### src/rtl/mtm_alu_pkg.sv
// Shared types and constants for the MTM ALU result serializer.
package mtm_alu_pkg;

    typedef enum logic [2:0] {
        IDLE  = 3'd0,
        START = 3'd1,
        TYPE  = 3'd2,
        DATA  = 3'd3,
        STOP  = 3'd4
    } tx_state_t;

    localparam int unsigned FRAME_LEN   = 11;
    localparam logic        TYPE_DATA   = 1'b0;
    localparam logic        TYPE_CMD    = 1'b1;
    localparam int unsigned DATA_FRAMES = 4;
    localparam int unsigned CTL_ERR_BIT = 7;

    // Byte idx of the result word, most significant byte first.
    function automatic logic [7:0] frame_byte(input logic [31:0] c, input logic [2:0] idx);
        case (idx)
            3'd0:    return c[31:24];
            3'd1:    return c[23:16];
            3'd2:    return c[15:8];
            default: return c[7:0];
        endcase
    endfunction

endpackage

### src/rtl/mtm_alu_serializer_if.sv
// Result/status handshake between the ALU core and the serializer.
interface mtm_alu_serializer_if;
    logic        valid;
    logic [31:0] C;
    logic [7:0]  CTL_in;
    logic        sout;
    logic        busy;

    modport master (output valid, output C, output CTL_in, input sout, input busy);
    modport slave  (input valid, input C, input CTL_in, output sout, output busy);
endinterface

### src/rtl/mtm_alu_frame_tx.sv
// Shifts one 11-bit frame: start 0, type bit, data MSB first, stop 1.
module mtm_alu_frame_tx
    import mtm_alu_pkg::*;
(
    input  logic       clk,
    input  logic       rst,
    input  logic       load,
    input  logic       type_bit,
    input  logic [7:0] data,
    output logic       sout,
    output logic       frame_done
);

    tx_state_t  state;
    logic [2:0] bit_cnt;
    logic [7:0] shreg;
    logic       type_q;

    assign frame_done = (state == STOP);

    always_ff @(posedge clk) begin
        if (rst) begin
            state   <= IDLE;
            bit_cnt <= '0;
            shreg   <= '0;
            type_q  <= 1'b0;
            sout    <= 1'b1;
        end else begin
            case (state)
                // A load during STOP chains the next frame with no idle bit.
                IDLE, STOP: begin
                    if (load) begin
                        state  <= START;
                        sout   <= 1'b0;
                        shreg  <= data;
                        type_q <= type_bit;
                    end else begin
                        state <= IDLE;
                        sout  <= 1'b1;
                    end
                end
                START: begin
                    state <= TYPE;
                    sout  <= type_q;
                end
                TYPE: begin
                    state <= DATA;
                    sout  <= shreg[7];
                    shreg <= {shreg[6:0], 1'b0};
                end
                DATA: begin
                    bit_cnt <= bit_cnt + 3'd1;
                    if (bit_cnt == 3'd7) begin
                        state <= STOP;
                        sout  <= 1'b1;
                    end else begin
                        sout  <= shreg[7];
                        shreg <= {shreg[6:0], 1'b0};
                    end
                end
                default: begin
                    state <= IDLE;
                    sout  <= 1'b1;
                end
            endcase
        end
    end

endmodule

### src/rtl/mtm_alu_serializer.sv
// Serializes an ALU result as 4 DATA frames + 1 CMD frame, or a lone CMD
// frame when the status byte flags an error/echo.
module mtm_alu_serializer
    import mtm_alu_pkg::*;
(
    input  logic                clk,
    input  logic                rst,
    mtm_alu_serializer_if.slave bus
);

    logic        busy_q;
    logic [31:0] c_q;
    logic [7:0]  ctl_q;
    logic [2:0]  frame_cnt;
    logic [2:0]  next_idx;
    logic        accept;
    logic        more;
    logic        advance;
    logic        load;
    logic        type_bit;
    logic [7:0]  data;
    logic        tx_sout;
    logic        tx_done;

    assign accept   = bus.valid && !busy_q;
    assign more     = !ctl_q[CTL_ERR_BIT] && (frame_cnt < 3'(DATA_FRAMES));
    assign advance  = busy_q && tx_done && more;
    assign next_idx = frame_cnt + 3'd1;

    // The first frame is taken straight from the bus since the latches
    // only update on the accepting edge.
    always_comb begin
        load     = accept || advance;
        type_bit = TYPE_DATA;
        data     = '0;
        if (accept) begin
            if (bus.CTL_in[CTL_ERR_BIT]) begin
                type_bit = TYPE_CMD;
                data     = bus.CTL_in;
            end else begin
                data = bus.C[31:24];
            end
        end else if (next_idx == 3'(DATA_FRAMES)) begin
            type_bit = TYPE_CMD;
            data     = ctl_q;
        end else begin
            data = frame_byte(c_q, next_idx);
        end
    end

    always_ff @(posedge clk) begin
        if (rst) begin
            busy_q    <= 1'b0;
            c_q       <= '0;
            ctl_q     <= '0;
            frame_cnt <= '0;
        end else if (accept) begin
            busy_q    <= 1'b1;
            c_q       <= bus.C;
            ctl_q     <= bus.CTL_in;
            frame_cnt <= '0;
        end else if (busy_q && tx_done) begin
            if (more) begin
                frame_cnt <= next_idx;
            end else begin
                busy_q    <= 1'b0;
                frame_cnt <= '0;
            end
        end
    end

    mtm_alu_frame_tx u_frame_tx (
        .clk        (clk),
        .rst        (rst),
        .load       (load),
        .type_bit   (type_bit),
        .data       (data),
        .sout       (tx_sout),
        .frame_done (tx_done)
    );

    assign bus.sout = tx_sout;
    assign bus.busy = busy_q;

endmodule

### src/flat_wrapper.sv
// flat-port wrapper written by rule: the top's interface ports become plain ports
module mtm_alu_serializer_flat import mtm_alu_pkg::*;
  (clk, rst, bus_valid, bus_C, bus_CTL_in, bus_sout, bus_busy);
  mtm_alu_serializer_if bus_i ();
  input  logic clk;
  input  logic rst;
  input wire logic [$bits(bus_i.valid)-1:0] bus_valid;
  input wire logic [$bits(bus_i.C)-1:0] bus_C;
  input wire logic [$bits(bus_i.CTL_in)-1:0] bus_CTL_in;
  output wire logic [$bits(bus_i.sout)-1:0] bus_sout;
  output wire logic [$bits(bus_i.busy)-1:0] bus_busy;
  assign bus_i.valid = bus_valid;
  assign bus_i.C = bus_C;
  assign bus_i.CTL_in = bus_CTL_in;
  assign bus_sout = bus_i.sout;
  assign bus_busy = bus_i.busy;
  mtm_alu_serializer u_core (.clk(clk), .rst(rst), .bus(bus_i));
endmodule
### config.mk
export PLATFORM = sky130hd
export DESIGN_NAME = mtm_alu_serializer_flat
export DESIGN_NICKNAME = d
export VERILOG_FILES = /design/src/rtl/mtm_alu_pkg.sv /design/src/rtl/mtm_alu_serializer_if.sv /design/src/rtl/mtm_alu_frame_tx.sv /design/src/rtl/mtm_alu_serializer.sv /design/src/flat_wrapper.sv
export SDC_FILE = /design/constraint.sdc
export NUM_CORES = 1
export LEC_CHECK = 0
export ABC_CLOCK_PERIOD_IN_PS = 5700
export CELL_PAD_IN_SITES_DETAIL_PLACEMENT = 1
export CELL_PAD_IN_SITES_GLOBAL_PLACEMENT = 1
export CORE_ASPECT_RATIO = 0.6
export CORE_UTILIZATION = 40
export CTS_CLUSTER_SIZE = 8
export DETAILED_ROUTE_END_ITERATION = 8
export PLACE_DENSITY_LB_ADDON = 0.1
export SLEW_MARGIN = 0
export SYNTH_ARGS = -nofsm -noshare
export SYNTH_HDL_FRONTEND = slang
export SYNTH_SLANG_ARGS = --single-unit
### constraint.sdc
create_clock -name clk -period 5.7 [get_ports clk]
set_clock_uncertainty 0.05 [all_clocks]
set_input_delay 1.14 -clock clk [delete_from_list [all_inputs] [get_ports clk]]
set_output_delay 1.14 -clock clk [all_outputs]
set_load 0.02 [all_outputs]
==> run metrics <==
ANT nets after route 0; Post-synth EDFFs 0; Initial Utilization 0.418; outcome complete, no violations; Root Driver clkbuf_16; Max Buffers Root-to-Sink 2; Leak Pwr 0.00131 uW; wire length per cell 18.1 um; first-pass GRT wire length 13.6 mm; most common cell after layout, fill and taps aside nand2_1; clock buffer count from CTS 9; Final Hold Viols 0; ys async rst share 0; H-tree depth 3; DP Wirelength 5.65 mm; area of the core 0.00673 sq mm; commonest non-fill, non-tap cells in the layout 98 x nand2_1, 60 x dfxtp_1, 56 x a21oi_1; Layout fillers 819; DRT Wirelength 8.55 mm; sequential power share 0.397; final RePlAce weighted congestion 0.804; Post-CTS Setup Bufs 0; Yosys cell types 42; register bit total from synthesis 60; relative slew slack 0.201; Synth top area share 0.426; sw frac 0.255; Total GRT Usage 0.255; post-synth top area cell dfxtp_1; quantity of I/O buffers inserted on ports 44; Post-Route Setup TNS 0 ps; Final #Nets 429; Mapped Cells 349; die width 110 um; gr ovfl total 0; switching power 302 uW; top cells by area, synth dfxtp_1 43%, nand2_1 13%, a21oi_1 9.9%, a2111oi_2 2.7%, ha_1 2.7%; Comb pwr share 0.136; Critical Path Fanout Max 36; Place WS 2370 ps; Primary FF master, synth dfxtp_1; Period Utilization, post-route 0.529; initial antenna violation count 0; Pwr per Cell Area 330 mW/mm^2; Worst-Margin Slew 1200 ps; CP Launch Type primary input; Die H 67.0 um; drt drc 0; site row count 23; Layout area overhead 27.0%; drt pass-1 iters 4; vias per cell 5.63; RSZ-0062 raised after global routing false; # IOs 45; final count of pins violating max slew 0; Synth Warn # 0; vias in the first global route 2598; largest net degree at the start of global routing 62; worst-skew pair later-pin latency 340 ps; critical path required time 5820 ps; Synth Cell Area 0.00282 sq mm; PostCTS Resize Cnt 0; post-cts hold buffer count 0; Worst Slack Setup Final 2690 ps; Arr. time, crit path 3130 ps; post-synthesis sequential area ratio 0.426; max frequency 0.332 GHz; TritonCTS clock tree yes; maximum vdd ir drop 0.204 mV; syn_area_per_cell 8.07 sq um; post-synthesis net count 398; Final Util 0.531; # setup viols final 0; min cycle time layout 3010 ps; routed via count 2658; Min Hold Slack 406 ps; Hold WC Path Type reg2reg; internal power 880 uW; ant diodes 0; 1st-iter DRT viols 129; Die Area 0.00739 sq mm; CP endpoint kind flip-flop; share of layout cells above drive strength 1 0.0909; CTS clk-pin slew, worst paths 50 ps; Sink Count 60; Clock power frac 0.467; WS Path Type in2reg; max_cap viols 0
## Yosys cell counts, drive strengths merged, types with 6 or more instances
master and instances:
a211o 6, a21oi 57, a22oi 6, buf 10, clkbuf 17, dfxtp 60, ha 6, mux2i 6
nand2 98, nor2 12, o21a 8, o21ai 11
## power by group through the flow
| stage | Combinational [uW] | Sequential, uW | Clock, uW |
|---|---|---|---|
| CTS | 161 | 469 | 563 |
| detailed placement | 159 | 477 | 0 |
| finish | 161 | 470 | 551 |
| global placement | 155 | 476 | 0 |
| floorplan | 102 | 469 | 0 |
| global route | 175 | 472 | 584 |
## critical path: stages
cell and delay, ps:
clkdlybuf4s50_1 460, nand2b_2 340, buf_4 430, o22ai_1 180, a2111oi_2 350, a211o_1 150
a21oi_1 60
## through the flow
step | power (uW) | cell area (sq um) | cells
2_1_floorplan | 571 | 2820 | 349
3_3_place_gp | 631 | 3280 | 456
3_5_place_dp | 636 | 3280 | 456
4_1_cts | 1190 | 3580 | 472
5_1_grt | 1230 | 3580 | 472
6_report | 1180 | 3580 | 472
## cells by family after synthesis
| group | Yosys count | synth area share |
|---|---|---|
| flip-flops | 60 | 0.426 |
| AO/OA/AOI/OAI | 114 | 0.274 |
| adder cells (fa/ha/maj) | 6 | 0.0266 |
| buffers and inverters | 30 | 0.0462 |
| AND/OR/NAND/NOR | 128 | 0.186 |
| multiplexers | 8 | 0.0293 |
| XOR/XNOR | 3 | 0.0120 |
## path summary, 6_finish.rpt
kind / end / start / slack (ps) / depth (start not counted)
worst max-delay path: u_core.u_frame_tx.shreg[3] / bus_valid / 2690 / 7
worst min-delay path: u_core.ctl_q[6] / u_core.ctl_q[6] / 410 / 2
worst max register to register: u_core.u_frame_tx.shreg[3] / u_core.frame_cnt[0] / 3190 / 6
worst min register to register: u_core.ctl_q[6] / u_core.ctl_q[6] / 410 / 2
## sequential cells by signal, indices dropped and copies added (netlist names)
name / cells
u_core.frame_cnt: 3
u_core.c_q: 32
u_core.u_frame_tx.bit_cnt: 3
u_core.bus.busy: 1
u_core.ctl_q: 8
u_core.u_frame_tx.type_q: 1
u_core.u_frame_tx.sout: 1
u_core.u_frame_tx.shreg: 8
u_core.u_frame_tx.state: 3
## layer usage
layer	GRT usage	part of all wire	vias to the layer above
met5	0	0	-
met4	0.0921	0.019	0
met3	0.0773	0.051	14
met2	0.380	0.44	75
met1	0.344	0.49	1287
li1	-	-	1282
## layout make-up
| class | count | area (sq um) | share of cell area |
|---|---|---|---|
| clock buffer | 11 | 253 | 0.0706 |
| timing repair buffer | 47 | 458 | 0.128 |
| tap | 87 | 109 | 0.0304 |
| sequential | 60 | 1200 | 0.336 |
| clock inverter | 5 | 50.0 | 0.0140 |
| multi-input combinational | 259 | 1500 | 0.418 |
| inverter | 3 | 11.3 | 0.00315 |
Note: power is estimated with default switching activity, not from simulation.
